==> config.mk <==
export PLATFORM = sky130hd
export DESIGN_NAME = gpio_bank
export DESIGN_NICKNAME = d
export VERILOG_FILES = /design/src/rtl/gpio_bank_pkg.sv /design/src/rtl/gpio_sync.sv /design/src/rtl/gpio_bank.sv
export SDC_FILE = /design/constraint.sdc
export NUM_CORES = 1
export LEC_CHECK = 0
export BUFFER_PORTS_ARGS = -buffer_cell sky130_fd_sc_hd__buf_2
export CAP_MARGIN = 20
export CORE_ASPECT_RATIO = 1.25
export CORE_MARGIN = 5
export CORE_UTILIZATION = 43
export CTS_BUF_LIST = sky130_fd_sc_hd__clkbuf_4 sky130_fd_sc_hd__clkbuf_8
export DETAILED_ROUTE_END_ITERATION = 8
export PLACE_DENSITY = 0.82
export SLEW_MARGIN = 15
export SYNTH_ARGS = -nofsm -noshare
export SYNTH_HDL_FRONTEND = slang
export SYNTH_SLANG_ARGS = --single-unit
==> constraint.sdc <==
create_clock -name i_CLK -period 0.95 [get_ports i_CLK]
set_input_delay 0.0475 -clock i_CLK [delete_from_list [all_inputs] [get_ports i_CLK]]
set_output_delay 0.0475 -clock i_CLK [all_outputs]
set_load 0.02 [all_outputs]
==> src/rtl/gpio_bank_pkg.sv <==
// Shared register map and register-select decode for the GPIO bank.
// Optional edge-IRQ feature is controlled by the GPIO_IRQ_EN macro in gpio_bank.sv.
package gpio_bank_pkg;

    localparam int unsigned GPIO_WIDTH_MAX = 32;

    localparam logic [4:0] GPIO_OFF_DATA_OUT = 5'h00;
    localparam logic [4:0] GPIO_OFF_DIR      = 5'h04;
    localparam logic [4:0] GPIO_OFF_DATA_IN  = 5'h08;
    localparam logic [4:0] GPIO_OFF_IRQ_EN   = 5'h0C;
    localparam logic [4:0] GPIO_OFF_IRQ_STAT = 5'h10;
    localparam logic [4:0] GPIO_OFF_IRQ_POL  = 5'h14;

    typedef enum logic [2:0] {
        SEL_DATA_OUT,
        SEL_DIR,
        SEL_DATA_IN,
        SEL_IRQ_EN,
        SEL_IRQ_STAT,
        SEL_IRQ_POL,
        SEL_NONE
    } reg_sel_e;

    // Byte-lane bits [1:0] of the offset are ignored, so decode on the word index only.
    function automatic reg_sel_e decode_reg(input logic [2:0] word);
        reg_sel_e sel;
        case (word)
            GPIO_OFF_DATA_OUT[4:2]: sel = SEL_DATA_OUT;
            GPIO_OFF_DIR[4:2]:      sel = SEL_DIR;
            GPIO_OFF_DATA_IN[4:2]:  sel = SEL_DATA_IN;
            GPIO_OFF_IRQ_EN[4:2]:   sel = SEL_IRQ_EN;
            GPIO_OFF_IRQ_STAT[4:2]: sel = SEL_IRQ_STAT;
            GPIO_OFF_IRQ_POL[4:2]:  sel = SEL_IRQ_POL;
            default:                sel = SEL_NONE;
        endcase
        return sel;
    endfunction

endpackage

==> src/rtl/gpio_sync.sv <==
// Multi-bit input synchroniser: STAGES-deep flop chain, async active-low reset.
// Shared with the UART receiver.
module gpio_sync #(
    parameter int unsigned WIDTH  = 8,
    parameter int unsigned STAGES = 2
) (
    input  logic             i_CLK,
    input  logic             i_RSTn,
    input  logic [WIDTH-1:0] i_D,
    output logic [WIDTH-1:0] o_Q
);

    logic [STAGES-1:0][WIDTH-1:0] chain;

    always_ff @(posedge i_CLK or negedge i_RSTn) begin
        if (!i_RSTn) begin
            chain <= '0;
        end else begin
            chain <= {chain[STAGES-2:0], i_D};
        end
    end

    assign o_Q = chain[STAGES-1];

endmodule

==> src/rtl/gpio_bank.sv <==
// GPIO bank: register file, read mux, input sync, edge detection and IRQ combine.
// Define GPIO_IRQ_EN to build the IRQ_EN/IRQ_STAT/IRQ_POL registers and o_IRQ logic.
module gpio_bank
    import gpio_bank_pkg::*;
#(
    parameter int unsigned WIDTH       = 8,
    parameter int unsigned SYNC_STAGES = 2
) (
    input  logic             i_CLK,
    input  logic             i_RSTn,
    input  logic             i_CE,
    input  logic             i_WE,
    input  logic [4:0]       i_ADDR,
    input  logic [31:0]      i_WDATA,
    input  logic             i_REQ,
    output logic             o_GNT,
    output logic [31:0]      o_RDATA,
    input  logic [WIDTH-1:0] i_GPIO_IN,
    output logic [WIDTH-1:0] o_GPIO_OUT,
    output logic [WIDTH-1:0] o_GPIO_OE,
    output logic             o_IRQ
);

    logic             wr_en;
    logic             rd_en;
    reg_sel_e         sel;
    logic [WIDTH-1:0] wdata;
    logic [WIDTH-1:0] data_out;
    logic [WIDTH-1:0] dir;
    logic [WIDTH-1:0] data_in;
    logic [WIDTH-1:0] rd_val;
    logic             unused_bits;

    assign o_GNT       = i_REQ & i_CE;
    assign wr_en       = o_GNT & i_WE;
    assign rd_en       = o_GNT & ~i_WE;
    assign sel         = decode_reg(i_ADDR[4:2]);
    assign wdata       = i_WDATA[WIDTH-1:0];
    assign unused_bits = ^{i_ADDR[1:0], i_WDATA};

    gpio_sync #(
        .WIDTH  (WIDTH),
        .STAGES (SYNC_STAGES)
    ) u_sync (
        .i_CLK  (i_CLK),
        .i_RSTn (i_RSTn),
        .i_D    (i_GPIO_IN),
        .o_Q    (data_in)
    );

    always_ff @(posedge i_CLK or negedge i_RSTn) begin
        if (!i_RSTn) begin
            data_out <= '0;
            dir      <= '0;
        end else if (wr_en) begin
            if (sel == SEL_DATA_OUT) data_out <= wdata;
            if (sel == SEL_DIR)      dir      <= wdata;
        end
    end

    assign o_GPIO_OUT = data_out;
    assign o_GPIO_OE  = dir;

`ifdef GPIO_IRQ_EN
    logic [WIDTH-1:0] prev;
    logic [WIDTH-1:0] irq_en;
    logic [WIDTH-1:0] irq_stat;
    logic [WIDTH-1:0] irq_pol;
    logic [WIDTH-1:0] edge_evt;
    logic [WIDTH-1:0] stat_clr;

    assign edge_evt = (data_in & ~prev & ~irq_pol) | (~data_in & prev & irq_pol);
    assign stat_clr = (wr_en && sel == SEL_IRQ_STAT) ? wdata : '0;

    // Set is OR-ed after the clear so a same-cycle event beats the w1c.
    always_ff @(posedge i_CLK or negedge i_RSTn) begin
        if (!i_RSTn) begin
            prev     <= '0;
            irq_en   <= '0;
            irq_stat <= '0;
            irq_pol  <= '0;
        end else begin
            prev     <= data_in;
            irq_stat <= (irq_stat & ~stat_clr) | edge_evt;
            if (wr_en && sel == SEL_IRQ_EN)  irq_en  <= wdata;
            if (wr_en && sel == SEL_IRQ_POL) irq_pol <= wdata;
        end
    end

    assign o_IRQ = |(irq_stat & irq_en);
`else
    assign o_IRQ = 1'b0;
`endif

    always_comb begin
        rd_val = '0;
        if (rd_en) begin
            case (sel)
                SEL_DATA_OUT: rd_val = data_out;
                SEL_DIR:      rd_val = dir;
                SEL_DATA_IN:  rd_val = data_in;
`ifdef GPIO_IRQ_EN
                SEL_IRQ_EN:   rd_val = irq_en;
                SEL_IRQ_STAT: rd_val = irq_stat;
                SEL_IRQ_POL:  rd_val = irq_pol;
`endif
                default:      rd_val = '0;
            endcase
        end
    end

    always_comb begin
        o_RDATA              = '0;
        o_RDATA[WIDTH-1:0]   = rd_val;
    end

endmodule

==> results.md <==
- Routed met1 length: 1.28 mm
- Layout Skew: 4.50 ps
- Post-layout nets: between 200 and 300
- H-tree levels: 2
- Largest cells by area after synthesis: dfrtp_1, buf_4, mux2_2
- CTS tree: done
- RSZ-0062 raised after global routing: true
- Mapped Cells: 116
- Drt pass-1 iters: 4
- Setup slack after layout: -373 ps
- Clk buf depth: 2
- Antenna Nets Post-Route: 0
- Core area: around 0.0035 mm²
- Flop2flop setup slack: -50 ps
- Leading cell type in the layout, fill and taps excluded: buf_6
- Count of cell types in the netlist: 16
- Residual DRC: 0
- Crit Path Class: register to output pin
- Hold/Removal Path Class: primary input to register
- Die area: 0.00481 mm²
- Cell area after layout: approximately 0.0023 mm²
- CP Max Fanout: 2
- Core Rows: 24
- Mapped Area: approximately 0.0015 mm²
- Layout cell share with drive strength beyond 1: 55.7%
- Num CTS Buffers: 5
- Buffers on Ports: 48
- CP Data Required Time: about 900 ps
- Synthesis Warnings: 0
- Detailed Place HPWL: 2.42 mm
- Yosys top cell area share: 52.9%
- Die Width: roughly 63 µm
- GRT overflow: 0
- Sequential-to-total area share from yosys stat: 52.9%
- Clock latency on the worst-skew pair: 270 ps
- Routed len/inst: between 15 and 20 µm
- Worst r2r path cells: 3
- Chip Height: 76.3 µm
- Final Hold Vio Count: 0
- Element type at the critical path end: output pin
- Met3 routed WL: 273 µm
- Gpl congestion: 0.764
- Met2 WL post-DR: 2.03 mm
- PwrDens: around 1900 mW/mm²
- Leading area contributor after synthesis: dfrtp_1
- Peak supply drop: around 1.5 mV
- Starting Density: 43.8%
- Routed vias/inst: about 4.5
- Top Layer Used: met4
- Worst slack, placed: -170 ps
- Max frequency: 0.756 GHz
- Final Util: 67.9%
- Worst Path Arrival: 1280 ps
- Post-layout min period: approximately 1300 ps
- Status: finished, violations left
- RR Startpoint: o_GPIO_OE[2]$_DFFE_PN0P_
- Vias: roughly 1100
- Initial antenna violation count: 0
- Vias in the first global route: 1161
- Area after DPL: between 0.0015 and 0.002 mm²
- Fin crit share: 139%
- Count of pins over their slew limit: 0
- Startpoint types: register
- Setup TNS: -3030 ps
- Drt total wl: 3.64 mm
- N_diodes: 0
- Mean Syn Cell Area: ~13 µm²
- Largest net degree at the start of global routing: 33
- Hold path cells: 2
- Clk sink count: 32
- I/O pin count: 100
- #FFs+latches synth: 32
- Final setup viols: 23
- Most frequent cells in the layout: buf_6, dfrtp_1, conb_1
- Violation count after the first detailed-route iteration: 32
- LEAKAGE: 1.21 nW
- Clock slew at reported path FFs: 70 ps
- First-pass GRT wire length: 5.62 mm
- Worst Hold End: o_GPIO_OE[2]$_DFFE_PN0P_
- Synthesis-to-finish area growth: 55.1%
- MaxCap Viol Count: 0
- Failing checks: negative setup slack
- Total GRT Usage: 15.0%
- Worst reg2reg endpoint: o_GPIO_OE[2]$_DFFE_PN0P_
- Worst hold start: i_WDATA[2]
- Root buf cell: clkbuf_8
[where the power goes]
group,internal [mW],switching (mW)
sequential,1.53,0.113
clock,0.925,0.474
combinational,0.795,0.634
total,3.25,1.22
[synthesized netlist by cell type]
master      n
mux2_2     15
a2111oi_4   1
nand4b_4    1
o22ai_1     8
mux2_4      1
conb_1      1
mux2i_1     8
buf_4      26
dfrtp_1    32
nor2_4      1
and2_1      8
nand4_4     1
nand2_1     9
buf_6       2
inv_2       1
buf_2       1
[flip-flops by register name, indices dropped and copies added (netlist names)]
| register | count |
|---|---|
| o_GPIO_OUT | 8 |
| o_GPIO_OE | 8 |
| u_sync.chain | 8 |
| u_sync.o_Q | 8 |
[worst max-delay path, stage by stage (launching register included)]
cell and delay, ps:
dfrtp_1 400, mux2i_2 190, o22ai_1 130, and2_4 150
buf_6 120
[layout make-up]
cell class / count / area, µm²
fillers: 255 / 1110
flip-flops and latches: 32 / 801
repair buffers: 84 / 759
multi-input cells: 78 / 607
clock buffers: 7 / 96.3
well taps: 39 / 48.8
clock inverters: 1 / 30.0
inverters: 1 / 3.75
[metal layers]
metal,up-vias,track usage [%]
met5,-,0
met1,514,15.3
li1,517,-
met3,6,4.72
met4,0,4.46
met2,51,28.2
[how the worst max path moves through the flow]
stage / startpoint / end / slack [ps]
6_report: o_GPIO_OUT[2]$_DFFE_PN0P_ / o_RDATA[2] / -370
5_1_grt: o_GPIO_OE[2]$_DFFE_PN0P_ / o_RDATA[2] / -410
4_1_cts: o_GPIO_OE[2]$_DFFE_PN0P_ / o_RDATA[2] / -340
3_5_place_dp: i_ADDR[2] / o_RDATA[2] / -170
3_3_place_gp: i_ADDR[2] / o_RDATA[2] / -150
2_1_floorplan: o_GPIO_OE[0]$_DFFE_PN0P_ / o_RDATA[0] / 10
[logic make-up after synthesis]
| logic type | after synthesis | synth area share, % |
|---|---|---|
| flops | 32 | 52.9 |
| other cells | 1 | 0.248 |
| compound gates | 9 | 5.13 |
| buf+inv | 30 | 15.0 |
| simple gates | 20 | 9.26 |
| mux | 24 | 17.5 |
[through the flow]
step / cells / hold slack, ps / power (mW)
after floorplan: 140 / -248 / 2.24
after global placement: 222 / 79.4 / 2.64
after detailed placement: 222 / 89.7 / 2.67
after CTS: 239 / 9.64 / 4.40
after global routing: 242 / 5.86 / 4.66
final: 242 / 8.99 / 4.47
[timing repair]
item | CTS | global route
gates resized for setup | 69 | 11
hold buffers | 9 | 0
setup endpoints to repair | 24 | 24
setup buffers | 0 | 8
endpoints found under the hold margin | 40 | 0
pin swaps | 16 | 8
Power figures use the tool's default switching activity.
